`src/rtl/int_ctrl_pkg.sv`:
```
// Shared types and helpers for the prioritised interrupt controller.
package int_ctrl_pkg;

  localparam int DEFAULT_NUM_SOURCES = 4;

  typedef enum logic [1:0] {
    IDLE    = 2'd0,
    REQUEST = 2'd1,
    SERVICE = 2'd2
  } state_e;

  // Lowest set bit wins; callers zero-extend narrower vectors to 8 bits.
  function automatic logic [2:0] prio_enc(input logic [7:0] vec);
    prio_enc = 3'd0;
    for (int i = 7; i >= 0; i--) begin
      if (vec[i]) prio_enc = 3'(i);
    end
  endfunction

endpackage

```
`src/rtl/int_ctrl_if.sv`:
```
// Software/execution-unit facing signals of int_ctrl, grouped for port binding.
interface int_ctrl_if
  import int_ctrl_pkg::*;
#(
  parameter int NUM_SOURCES = DEFAULT_NUM_SOURCES,
  parameter int ID_BITS     = $clog2(NUM_SOURCES)
);
  logic [NUM_SOURCES-1:0] irq_src;
  logic                   mask_wr_en;
  logic [NUM_SOURCES-1:0] mask_wr_data;
  logic                   eoi_en;
  logic                   int_ack;
  logic                   int_req;
  logic                   active_valid;
  logic [ID_BITS-1:0]     active_id;
  logic [NUM_SOURCES-1:0] pending;
  logic [NUM_SOURCES-1:0] mask;

  modport master (
    output irq_src, mask_wr_en, mask_wr_data, eoi_en, int_ack,
    input  int_req, active_valid, active_id, pending, mask
  );

  modport slave (
    input  irq_src, mask_wr_en, mask_wr_data, eoi_en, int_ack,
    output int_req, active_valid, active_id, pending, mask
  );
endinterface

```
`src/rtl/int_ctrl_irq_edge_sync.sv`:
```
// Per-bit 2-flop synchroniser plus delay flop; emits a one-cycle pulse per rising edge.
module irq_edge_sync #(
  parameter int WIDTH = 4
) (
  input  logic             clk,
  input  logic             reset,
  input  logic [WIDTH-1:0] din,
  output logic [WIDTH-1:0] pulse
);
  logic [WIDTH-1:0] sync1, sync2, delayed;

  // NOTE: clocked state uses non-blocking (<=) so every flop samples the pre-edge value of its neighbour.
  always_ff @(posedge clk or negedge reset) begin
    if (!reset) begin
      sync1   <= '0;
      sync2   <= '0;
      delayed <= '0;
    end else begin
      sync1   <= din;
      sync2   <= sync1;
      delayed <= sync2;
    end
  end

  assign pulse = sync2 & ~delayed;
endmodule

```
`src/rtl/int_ctrl.sv`:
```
// Prioritised interrupt controller: latches edge events and serialises them onto int_req/int_ack.
module int_ctrl
  import int_ctrl_pkg::*;
#(
  parameter int NUM_SOURCES = DEFAULT_NUM_SOURCES,
  parameter int ID_BITS     = $clog2(NUM_SOURCES)
) (
  input  logic       clk,
  input  logic       reset,
  int_ctrl_if.slave  bus
);
  logic [NUM_SOURCES-1:0] evt;
  logic [NUM_SOURCES-1:0] eligible, clr;
  logic [NUM_SOURCES-1:0] pend_q, pend_d, mask_q, mask_d;
  logic [ID_BITS-1:0]     id_q, id_d;
  logic                   int_req_q, int_req_d, valid_q, valid_d;
  state_e                 state, state_next;

  irq_edge_sync #(.WIDTH(NUM_SOURCES)) u_sync (
    .clk   (clk),
    .reset (reset),
    .din   (bus.irq_src),
    .pulse (evt)
  );

  always_ff @(posedge clk or negedge reset) begin
    if (!reset) state <= IDLE;
    else        state <= state_next;
  end

  // NOTE: every signal written here gets a default first, so no path can leave one unassigned and infer a latch.
  always_comb begin
    state_next = state;
    int_req_d  = int_req_q;
    valid_d    = valid_q;
    id_d       = id_q;
    clr        = '0;
    eligible   = pend_q & mask_q;

    unique case (state)
      IDLE: begin
        if (|eligible) begin
          id_d       = ID_BITS'(prio_enc(8'(eligible)));
          valid_d    = 1'b1;
          int_req_d  = 1'b1;
          state_next = REQUEST;
        end
      end
      // The request is committed: later mask writes do not withdraw it.
      REQUEST: begin
        if (bus.int_ack) begin
          int_req_d  = 1'b0;
          clr        = NUM_SOURCES'(1) << id_q;
          state_next = SERVICE;
        end
      end
      SERVICE: begin
        if (bus.eoi_en) begin
          valid_d    = 1'b0;
          state_next = IDLE;
        end
      end
      default: state_next = IDLE;
    endcase

    // A new event on the bit being cleared is kept: set wins over clear.
    pend_d = (pend_q & ~clr) | evt;
    mask_d = bus.mask_wr_en ? bus.mask_wr_data : mask_q;
  end

  always_ff @(posedge clk or negedge reset) begin
    if (!reset) begin
      int_req_q <= 1'b0;
      valid_q   <= 1'b0;
      id_q      <= '0;
      pend_q    <= '0;
      mask_q    <= '0;
    end else begin
      int_req_q <= int_req_d;
      valid_q   <= valid_d;
      id_q      <= id_d;
      pend_q    <= pend_d;
      mask_q    <= mask_d;
    end
  end

  assign bus.int_req      = int_req_q;
  assign bus.active_valid = valid_q;
  assign bus.active_id    = id_q;
  assign bus.pending      = pend_q;
  assign bus.mask         = mask_q;
endmodule

```
`src/flat_wrapper.sv`:
```
// flat-port wrapper written by rule: the top's interface ports become plain ports
module int_ctrl_flat import int_ctrl_pkg::*;
#(
  parameter int NUM_SOURCES = DEFAULT_NUM_SOURCES,
  parameter int ID_BITS     = $clog2(NUM_SOURCES)
)
  (clk, reset, bus_irq_src, bus_mask_wr_en, bus_mask_wr_data, bus_eoi_en, bus_int_ack, bus_int_req, bus_active_valid, bus_active_id, bus_pending, bus_mask);
  int_ctrl_if #(.NUM_SOURCES(NUM_SOURCES), .ID_BITS(ID_BITS)) bus_i ();
  input  logic clk;
  input  logic reset;
  input wire logic [$bits(bus_i.irq_src)-1:0] bus_irq_src;
  input wire logic [$bits(bus_i.mask_wr_en)-1:0] bus_mask_wr_en;
  input wire logic [$bits(bus_i.mask_wr_data)-1:0] bus_mask_wr_data;
  input wire logic [$bits(bus_i.eoi_en)-1:0] bus_eoi_en;
  input wire logic [$bits(bus_i.int_ack)-1:0] bus_int_ack;
  output wire logic [$bits(bus_i.int_req)-1:0] bus_int_req;
  output wire logic [$bits(bus_i.active_valid)-1:0] bus_active_valid;
  output wire logic [$bits(bus_i.active_id)-1:0] bus_active_id;
  output wire logic [$bits(bus_i.pending)-1:0] bus_pending;
  output wire logic [$bits(bus_i.mask)-1:0] bus_mask;
  assign bus_i.irq_src = bus_irq_src;
  assign bus_i.mask_wr_en = bus_mask_wr_en;
  assign bus_i.mask_wr_data = bus_mask_wr_data;
  assign bus_i.eoi_en = bus_eoi_en;
  assign bus_i.int_ack = bus_int_ack;
  assign bus_int_req = bus_i.int_req;
  assign bus_active_valid = bus_i.active_valid;
  assign bus_active_id = bus_i.active_id;
  assign bus_pending = bus_i.pending;
  assign bus_mask = bus_i.mask;
  int_ctrl #(.NUM_SOURCES(NUM_SOURCES), .ID_BITS(ID_BITS)) u_core (.clk(clk), .reset(reset), .bus(bus_i));
endmodule
```
`config.mk`:
```
export PLATFORM = sky130hd
export DESIGN_NAME = int_ctrl_flat
export DESIGN_NICKNAME = d
export VERILOG_FILES = /design/src/rtl/int_ctrl_pkg.sv /design/src/rtl/int_ctrl_if.sv /design/src/rtl/int_ctrl_irq_edge_sync.sv /design/src/rtl/int_ctrl.sv /design/src/flat_wrapper.sv
export SDC_FILE = /design/constraint.sdc
export NUM_CORES = 1
export LEC_CHECK = 0
export BUFFER_PORTS_ARGS = -buffer_cell sky130_fd_sc_hd__buf_2
export CORE_MARGIN = 1.5
export CORE_UTILIZATION = 50
export DETAILED_ROUTE_END_ITERATION = 8
export PLACE_DENSITY_LB_ADDON = 0.1
export SKIP_CTS_REPAIR_TIMING = 1
export SLEW_MARGIN = 10
export SYNTH_ARGS = -nofsm -noshare
export SYNTH_HDL_FRONTEND = slang
export SYNTH_HIERARCHICAL = 1
export SYNTH_SLANG_ARGS = --single-unit
```
`constraint.sdc`:
```
create_clock -name clk -period 2 [get_ports clk]
set_input_delay 0.1 -clock clk [delete_from_list [all_inputs] [get_ports clk]]
set_output_delay 0.1 -clock clk [all_outputs]
set_load 0.05 [all_outputs]
```
# Word-level counts from Yosys, hierarchy flattened
# Index checks and enable logic that the tools add are counted.
[word_totals]
out_inout_bits = 12
elab_cells = 44
register_bits = 26
inputBits = 13
[op_classes]
mux = 15
n_shift = 1
n_reduce_logical = 8
eq_ne = 5
bitwise = 6
[ops]
columns = ["operator", "n"]
rows = [
  ["2-bit 2-to-1 mux", 7],
  ["4-bit AND", 3],
  ["3-bit AND reduction", 3],
  ["4-bit 2-to-1 mux", 2],
  ["4-bit NOT", 2],
  ["2-bit case mux with 3 select lines", 1],
  ["2-bit != test (second input constant)", 2],
  ["4-bit bitwise OR", 1],
  ["1-bit case mux with 2 select lines", 2],
  ["2-bit nonzero test", 2],
  ["4-bit OR reduction", 1],
  ["1-bit by 2-bit << shifter with 4-bit output (first input constant)", 1],
  ["1-bit 2-to-1 mux", 3],
  ["2-bit by 1-bit equality test with 1-bit output (second input constant)", 1],
  ["2-bit equality test (second input constant)", 1],
  ["2-bit logical NOT", 1],
  ["2-bit by 1-bit != test with 1-bit output (second input constant)", 1],
  ["2-bit AND reduction", 1],
]

# Longest topological paths before layout
# Gate-level depths: netlist of the first run.
[logic_depth]
word_depth = 6
mapped_depth = 4
mapped_depth_nobuf = 3

# By module
# The synthesis of the first run kept the hierarchy.
[by_module_without_submodules]
columns = ["mod", "cells_each", "seq_area_each_um2", "area_per_inst_um2", "n_inst"]
rows = [
  ["int_ctrl", 53, 350.3, 610.6, 1],
  ["irq_edge_sync", 16, 300.3, 355.3, 1],
]

# Least setup slack after synthesis of the first run
# OpenSTA, ideal clock, no wires.
[synth_timing]
path_type = "register to register"
from = "reg u_core.mask_q[1] (netlist: u_core/bus.mask[1])"
to = "reg u_core.valid_q (netlist: u_core/bus.active_valid)"
path_slack_ps = 717
required_time_ps = 1881
t_arrival_ps = 1164
stages_incl_launch_ff = 4
path_buffers = 0
setup_time_ps = 119
path_cell_list = "dfrtp_1 > a22oi_1 > nand3_1 > a21o_2"
[synth_via]
elab_chain_cells = 4
[synth_rtl]
columns = ["item", "line", "rtl"]
rows = [
  ["start, declared", "int_ctrl.sv:14", "logic [NUM_SOURCES-1:0] pend_q, pend_d, mask_q, mask_d;"],
  ["start signal, assigned", "int_ctrl.sv:83", "mask_q <= mask_d;"],
  ["4-bit AND", "int_ctrl.sv:38", "eligible = pend_q & mask_q;"],
  ["4-bit OR reduction", "int_ctrl.sv:42", "if (|eligible) begin"],
  ["2-bit by 1-bit != test with 1-bit output (no line)", "-", ""],
  ["3-bit AND reduction (no line)", "-", ""],
  ["end signal, assigned", "int_ctrl.sv:80", "valid_q <= valid_d;"],
  ["end, declared", "int_ctrl.sv:16", "logic int_req_q, int_req_d, valid_q, valid_d;"],
]
# No other way between the ends.
# A chain may end at the register's enable or synchronous reset.

# Worst setup path in the final report of the first run
[layout_timing]
from = "reg u_core.mask_q[2] (netlist: u_core/bus.mask[2])"
to = "out bus_mask[2]"
[layout_lines]
columns = ["item", "line", "rtl"]
rows = [
  ["end, declared", "flat_wrapper.sv:20", "output wire logic [$bits(bus_i.mask)-1:0] bus_mask;"],
]
# No word-level cell between the ends.

==> flow_metrics.py, run 1 <==
metrics = {
    "clock_tree": {
        "max-clock-path-buffers": 2,
        "clk_pin_slew_ps": 130,
        "numClockSinks": 26,
        "cts_max_level": 1,
        "cts_tree": "built",
        "root_buffer": "clkbuf_4",
        "cts_inserted_buffers": 3,
        "worst_skew_pair.late_latency_ps": 320,
    },
    "hold_path": {
        "hold_class": "in -> reg",
    },
    "synth": {
        "synthTopCellsByCount": "26 x dfrtp_1, 7 x nand2_1, 4 x a21oi_1, 4 x mux2_2, 4 x nor2b_4",
        "synth_edf_count": 0,
        "ys_seq_elements": 26,
        "synth_area_leaders": "dfrtp_1 67%, nor2b_4 5.7%, mux2_2 4.7%",
        "synth.distinct_cells": 22,
        "syn_nets": 82,
        "synth.top_cell.area_share_pct": 67.36,
        "syn_inst": 69,
        "syn_avg_cell_area_um2": 14.00,
        "async_flop_share_pct": 100.0,
        "yosys.area.top_type": "dfrtp_1",
        "yosysSeqAreaShare_pct": 67.36,
        "yosysWarnings": 6,
        "syn_area_um2": 965.9,
        "synthMostInstantiatedCell": "dfrtp_1",
        "ys.flop_type": "dfrtp_1",
    },
    "global_route": {
        "grt_pass1_vias": 596,
        "grt.total_usage_pct": 17.16,
        "grt_overflow": 0,
        "grt_pass1_wl_mm": 2.532,
        "grt_max_degree": 27,
        "antenna_found_initial": 0,
    },
    "floorplanning": {
        "die_height_um": 46.95,
        "die_w_um": 46.95,
        "boundaryPins": 25,
        "die_area_um2": 2204,
        "core-area_um2": 1764,
        "start_util_pct": 54.75,
        "rows": 15,
    },
    "sta": {
        "hold_slack_ps": 79.02,
        "fin_crit_ps": 1152,
        "hold_violations": 0,
        "relSlewSlack_pct": 63.63,
        "tightest_slew_ps": 545.5,
        "max_freq_ghz": 0.8680,
        "finalCritPeriodShare_pct": 57.61,
        "fin_tns_setup_ps": 0,
        "setup_violations": 0,
        "setup_ws_ps": 847.9,
        "rsz0062_at_grt": "false",
        "slew_violations": 0,
        "fin_skew_ps": 2.667,
    },
    "job": {
        "cap_violations": 0,
    },
    "cells_and_area": {
        "diodes": 0,
        "drive_gt1_share_pct": 34.91,
        "regArea_um2": 650.6,
        "area_growth_pct": 30.31,
        "final_nets": 120,
        "multi_input_area_um2": 292.8,
        "filler_cell_count": 144,
    },
    "setup_path": {
        "worstSetupStartpointType": "register",
        "crit_path_max_incr_delay_ps": 440,
        "end_kind": "output port",
        "worst-setup-path-type": "reg -> out",
        "critPathBufInv": 1,
        "arrival_ps": 1050,
        "r2r_slack_ps": 850,
        "crit_family": "flip-flops",
        "r2r-start": "u_core/bus.mask[1]",
        "crit_path_cell_trace": "buf_2",
        "worst_path_max_delay_cell": "dfrtp_1",
        "regToRegEndpoint": "u_core/bus.active_valid",
        "endpoint": "bus_mask[2]",
        "critPathLaunch": "u_core/bus.mask[2]",
        "worstPathMaxFanout": 5,
        "rr_worst_depth": 3,
        "critPathRequiredTime_ps": 1900,
        "crit_cells": 1,
    },
    "detailed_routing": {
        "drcViolationCount": 0,
        "post_drt_via_cell_ratio": 5.099,
        "wl_mm": 1.691,
        "detail-route-antenna-nets": 0,
        "wl_per_cell_um": 12.91,
        "drt_iter0_drc": 27,
        "first_pass_iters": 4,
        "vias": 668,
    },
    "place": {
        "numPortBuffers": 24,
        "place.gp.congestion": 0.9055,
        "place_ws_ps": 888.5,
        "dp_hpwl_mm": 1.149,
    },
    "pwr": {
        "pwr_density_cell_nw_per_um2": 1421,
        "p_leak_nw": 0.5861,
        "vdd_drop_max_uv": 907.4,
    },
    "status": {
        "status": "completed",
    },
}
area by class of cell:
| cell class | instances | share of cell area (%) |
|---|---|---|
| inverters | 3 | 0.8946 |
| multi-input cells | 39 | 23.26 |
| clock buffers | 3 | 1.789 |
| clock inverters | 1 | 2.386 |
| flip-flops and latches | 26 | 51.69 |
| well taps | 25 | 2.485 |
| repair buffers | 34 | 17.49 |
where the power goes:
part / internal (mW) / switching [mW] / total (mW)
clock network: 0.203 / 0.145 / 0.348
registers: 0.641 / 0.124 / 0.764
logic: 0.212 / 0.464 / 0.676
total: 1.06 / 0.734 / 1.79
registers in the layout, indices dropped and copies added (netlist names):
signal / cells
u_core/bus.pending: 4
u_core/u_sync/delayed: 4
u_core/bus.int_req: 1
u_core/bus.active_id: 2
u_core/u_sync/sync1: 4
u_core/u_sync/sync2: 4
u_core/bus.active_valid: 1
u_core/state: 2
u_core/bus.mask: 4
routing by layer:
metal  GRT usage, %  routed length, µm  vias up
met5              0                  0        -
met4          5.000                 14        0
met3          6.923                109        2
met2          25.21                768       30
met1          23.74                797      318
li1               -                  -      318
kinds of logic after synthesis:
logic type	count (synthesis)	share of synthesized area, %
AND/OR/NAND/NOR	18	13.60
multiplexers	4	4.663
buffers and inverters	4	2.331
AO/OA/AOI/OAI	17	12.05
flip-flops	26	67.36
metrics by stage:
stage                     power (mW)  cells  cell area, µm²  utilization (%)
after CTS                      1.782    121            1159            65.67
final                          1.789    131            1259            71.35
after detailed placement       1.431    117            1106            62.70
after global routing           1.891    131            1259            71.35
after global placement         1.423    117            1106            62.70
after floorplan                1.279     69           965.9                -
placed cells by master, fill, tap and decap left out, drive strengths merged, types with 2 or more instances in the layout:
master,netlist,final
inv,3,3
o21ai,3,3
nor2b,4,4
nand2,7,7
dlygate4sd3,0,10
nand2b,2,2
mux2,4,4
dfrtp,26,26
a22o,2,2
buf,1,24
a21oi,4,4
clkbuf,0,3
a21o,3,3
how the worst min path moves through the flow:
| stage | from | to | cells past startpoint | slack, ps |
|---|---|---|---|---|
| after floorplan | reset | u_core/bus.active_id[0] | 0 | -200 |
| after global placement | reset | u_core/u_sync/delayed[3] | 1 | 120 |
| after detailed placement | reset | u_core/bus.active_id[1] | 1 | 120 |
| after CTS | reset | u_core/u_sync/sync2[2] | 1 | -240 |
| after global routing | bus_int_ack | u_core/state[0] | 3 | 70 |
| final | bus_mask_wr_en | u_core/bus.mask[2] | 2 | 80 |
Power figures use the tool's default switching activity.
==> run 2: changes to the inputs <==
- CORE_UTILIZATION: 50 -> 45
- clock period: 2 -> 1.04 ns (I/O delays scaled with it)
==> flow_metrics.py, run 2 (same netlist as run 1, synthesis figures left out) <==
metrics = {
    "pwr": {
        "vdd_drop_max_uv": 1819,
        "p_leak_nw": 0.6628,
        "pwr_density_cell_nw_per_um2": 2798,
    },
    "floorplanning": {
        "boundaryPins": 25,
        "die_area_um2": 2433,
        "start_util_pct": 48.74,
        "core-area_um2": 1982,
        "die_height_um": 49.33,
        "rows": 16,
        "die_w_um": 49.33,
    },
    "clock_tree": {
        "cts_inserted_buffers": 3,
        "numClockSinks": 26,
        "root_buffer": "clkbuf_4",
        "cts_max_level": 1,
        "clk_pin_slew_ps": 140,
        "max-clock-path-buffers": 2,
        "worst_skew_pair.late_latency_ps": 310,
        "cts_tree": "built",
    },
    "place": {
        "numPortBuffers": 24,
        "dp_hpwl_mm": 1.175,
        "dp.cells": 125,
        "dpl-instance-area_um2": 1169,
        "place.gp.congestion": 0.8824,
    },
    "sta": {
        "relSlewSlack_pct": 63.33,
        "setup_violations": 8,
        "tightest_slew_ps": 550.0,
        "finalCritPeriodShare_pct": 104.2,
        "fin_skew_ps": 12.27,
        "hold_violations": 0,
        "setup_ws_ps": -43.49,
        "slew_violations": 0,
        "rsz0062_at_grt": "true",
        "max_freq_ghz": 0.9229,
        "fin_crit_ps": 1083,
    },
    "cells_and_area": {
        "regArea_um2": 663.1,
        "stdcell_area_um2": 1455,
        "diodes": 0,
        "drive_gt1_share_pct": 52.59,
        "finalNonFillerCells": 143,
        "layout_commonest_cell": "dfrtp_1",
        "filler_cell_count": 127,
        "multi_input_area_um2": 309.0,
        "area_growth_pct": 50.65,
        "most-common-layout-cells": "16 x dfrtp_1, 12 x buf_2, 10 x dlygate4sd3_1, 10 x dfrtp_2, 9 x buf_4",
        "final_nets": 130,
    },
    "global_route": {
        "grt_max_degree": 27,
        "grt_util_met1_pct": 19.67,
        "busiest_layer": "met2",
        "grt_util_met3_pct": 2.761,
        "met2_usage_pct": 22.52,
        "grt_pass1_wl_mm": 2.670,
        "grt.total_usage_pct": 14.42,
        "antenna_found_initial": 0,
        "grt_overflow": 0,
        "grt_pass1_vias": 633,
    },
    "setup_path": {
        "worstSetupStartpointType": "register",
        "regToRegEndpoint": "u_core/bus.active_valid",
        "endpoint": "bus_pending[3]",
        "worst_path_max_delay_cell": "dfrtp_2",
        "critPathLaunch": "u_core/bus.pending[3]",
        "worst-setup-path-type": "reg -> out",
        "crit_path_max_incr_delay_ps": 450,
        "r2r-start": "u_core/bus.mask[1]",
        "worstPathMaxFanout": 3,
        "end_kind": "output port",
        "critPathBufInv": 2,
        "crit_path_cell_trace": "buf_6 -> buf_8",
        "r2r_slack_ps": -30,
        "arrival_ps": 1030,
        "rr_worst_depth": 3,
        "crit_family": "flip-flops",
        "crit_cells": 2,
        "critPathRequiredTime_ps": 990,
    },
    "detailed_routing": {
        "first_pass_iters": 3,
        "post_drt_via_cell_ratio": 4.867,
        "vias": 696,
        "wl_per_cell_um": 12.76,
        "drcViolationCount": 0,
        "wl_mm": 1.825,
        "detail-route-antenna-nets": 0,
        "drt_iter0_drc": 10,
    },
    "status": {
        "violations": "setup timing",
        "status": "complete, but fails checks",
    },
    "job": {
        "cap_violations": 0,
    },
    "hold_path": {
        "hold_class": "in -> reg",
    },
}
## run 2: cell types whose count changed in the layout (fill, tap and decap cells not counted), sizes merged
cell / before / now
buf: 24 / 33
clkbuf: 3 / 4
## run 2: worst register-to-register path: stages (launching register included)
cell and delay [ps]:
dfrtp_2 450, a22oi_2 230, nand3_2 120, a21o_2 200
## run 2: final cells by class
class | instances | share of cell area, %
flip-flops and latches | 26 | 45.57
clock buffers | 3 | 1.548
well taps | 27 | 2.322
repair buffers | 44 | 26.48
clock inverters | 1 | 2.064
multi-input cells | 39 | 21.24
inverters | 3 | 0.7739
## run 2: power breakdown
part | internal [mW] | leakage, nW | switching, mW
combinational | 0.869 | 0.351 | 1.03
sequential | 1.26 | 0.284 | 0.236
clock | 0.389 | 0.0279 | 0.284
total | 2.52 | 0.663 | 1.55
## run 2: stage by stage
step	setup WS, ps	setup TNS (ps)	util (%)	hold WS (ps)	total power, mW
floorplan	-120.3	-611.2	-	-243.6	2.494
finish	-43.49	-225.4	73.42	27.07	4.072
CTS	-129.9	-858.8	61.62	-295.0	3.609
global route	-92.69	-759.6	73.42	27.89	4.281
detailed placement	-38.47	-154.7	58.96	69.00	2.925
global placement	-5.784	-17.90	58.96	68.16	2.916
## run 2: worst min path at each step
stage                            from                       to  cells past startpoint
after global routing      bus_int_ack          u_core/state[0]                      3
after detailed placement        reset       u_core/bus.mask[0]                      1
final                     bus_int_ack          u_core/state[0]                      3
after global placement          reset       u_core/bus.mask[0]                      1
after CTS                       reset       u_core/bus.int_req                      1
after floorplan                 reset  u_core/bus.active_id[0]                      0
## run 2: layer usage
metal | up-vias | wire [µm]
li1 | 334 | -
met1 | 350 | 847
met2 | 12 | 919
met3 | 0 | 57
met4 | 0 | 0
met5 | - | 0
==> run 3: changes to the inputs <==
- CORE_ASPECT_RATIO: default -> 0.7
==> flow_metrics.py, run 3 (same netlist as run 1, synthesis figures left out) <==
metrics = {
    "floorplanning": {
        "die_height_um": 41.77,
        "die_area_um2": 2438,
        "start_util_pct": 49.90,
        "core-area_um2": 1936,
        "boundaryPins": 25,
        "die_w_um": 58.38,
        "rows": 13,
    },
    "cells_and_area": {
        "drive_gt1_share_pct": 51.33,
        "stdcell_area_um2": 1406,
        "multi_input_area_um2": 309.0,
        "filler_cell_count": 133,
        "diodes": 0,
        "area_growth_pct": 45.60,
        "utilization_pct": 72.66,
        "regArea_um2": 663.1,
        "finalNonFillerCells": 135,
        "most-common-layout-cells": "16 x dfrtp_1, 12 x buf_2, 10 x dlygate4sd3_1, 10 x dfrtp_2, 9 x buf_6",
        "final_nets": 127,
        "layout_commonest_cell": "dfrtp_1",
    },
    "clock_tree": {
        "cts_tree": "built",
        "max-clock-path-buffers": 2,
        "worst_skew_pair.late_latency_ps": 320,
        "numClockSinks": 26,
        "cts_max_level": 1,
        "clk_pin_slew_ps": 130,
        "root_buffer": "clkbuf_4",
        "cts_inserted_buffers": 3,
    },
    "setup_path": {
        "crit_path_cell_trace": "a22oi_2 -> nand3_2 -> a21o_2",
        "critPathRequiredTime_ps": 1250,
        "worst_path_max_delay_cell": "dfrtp_2",
        "regToRegEndpoint": "u_core/bus.active_valid",
        "worstSetupStartpointType": "register",
        "worst-setup-path-type": "reg -> reg",
        "end_kind": "register",
        "rr_worst_depth": 3,
        "crit_family": "flip-flops",
        "arrival_ps": 1310,
        "r2r_slack_ps": -50,
        "crit_path_max_incr_delay_ps": 460,
        "r2r-start": "u_core/bus.pending[1]",
        "critPathBufInv": 0,
        "worstPathMaxFanout": 4,
        "critPathLaunch": "u_core/bus.pending[1]",
    },
    "global_route": {
        "grt_pass1_vias": 610,
        "antenna_found_initial": 0,
        "grt_pass1_wl_mm": 2.835,
        "grt_max_degree": 27,
        "grt.total_usage_pct": 16.41,
        "grt_overflow": 0,
    },
    "detailed_routing": {
        "vias": 718,
        "first_pass_iters": 4,
        "wl_mm": 1.952,
        "drcViolationCount": 0,
        "drt_iter0_drc": 16,
        "detail-route-antenna-nets": 0,
        "post_drt_via_cell_ratio": 5.319,
        "wl_per_cell_um": 14.46,
    },
    "pwr": {
        "vdd_drop_max_uv": 1341,
        "pwr_density_cell_nw_per_um2": 2687,
        "p_leak_nw": 0.6408,
        "total_power_mw": 3.779,
    },
    "sta": {
        "rsz0062_at_grt": "true",
        "tightest_slew_ps": 316.5,
        "setup_ws_ps": -52.10,
        "finalCritPeriodShare_pct": 105.0,
        "hold_slack_ps": 19.90,
        "relSlewSlack_pct": 78.90,
        "fin_crit_ps": 1092,
        "hold_violations": 0,
        "setup_violations": 9,
        "fin_tns_setup_ps": -335.5,
        "fin_skew_ps": 10.37,
        "max_freq_ghz": 0.9157,
        "slew_violations": 0,
    },
    "place": {
        "dpl-instance-area_um2": 1155,
        "dp_hpwl_mm": 1.392,
        "dp.cells": 119,
        "numPortBuffers": 24,
        "place.gp.congestion": 0.7810,
        "place_ws_ps": -48.79,
    },
    "status": {
        "status": "complete, but fails checks",
        "violations": "setup timing",
    },
    "hold_path": {
        "min_from": "bus_int_ack",
        "min_delay_path_depth": 3,
        "hold_path_end": "u_core/state[0]",
        "hold_class": "in -> reg",
    },
    "job": {
        "cap_violations": 0,
    },
}
## run 3: area by class of cell
type / instances / area share [%]
repair buffers: 41 / 25.53
clock buffers: 4 / 2.580
multi-input cells: 39 / 21.98
flip-flops and latches: 26 / 47.15
well taps: 22 / 1.957
inverters: 3 / 0.8007
## run 3: per-layer routing
metal,wire length [µm],GRT usage [%],up-vias
met5,0,0,-
met4,17,5.581,0
met3,150,6.854,2
met2,950,24.04,34
met1,833,21.93,350
li1,-,-,332
## run 3: tightest hold or removal path: stages
cell	delay (ps)
buf_2	110
a21oi_1	60
o21a_1	100
## run 3: worst max-delay path by stage
stage / endpoint / slack (ps) / cells after the start
floorplan: u_core/bus.active_valid / -120 / 3
global placement: u_core/bus.active_id[1] / -40 / 3
detailed placement: u_core/bus.pending[0] / -50 / 3
CTS: bus_pending[3] / -120 / 2
global route: u_core/bus.pending[0] / -90 / 3
finish: u_core/bus.active_valid / -50 / 3
## run 3: power by group
part | internal (mW) | total [mW] | leakage [nW] | switching (mW)
logic | 0.761 | 1.76 | 0.336 | 1.00
clock network | 0.214 | 0.487 | 0.0210 | 0.273
registers | 1.26 | 1.53 | 0.284 | 0.271
total | 2.23 | 3.78 | 0.641 | 1.55
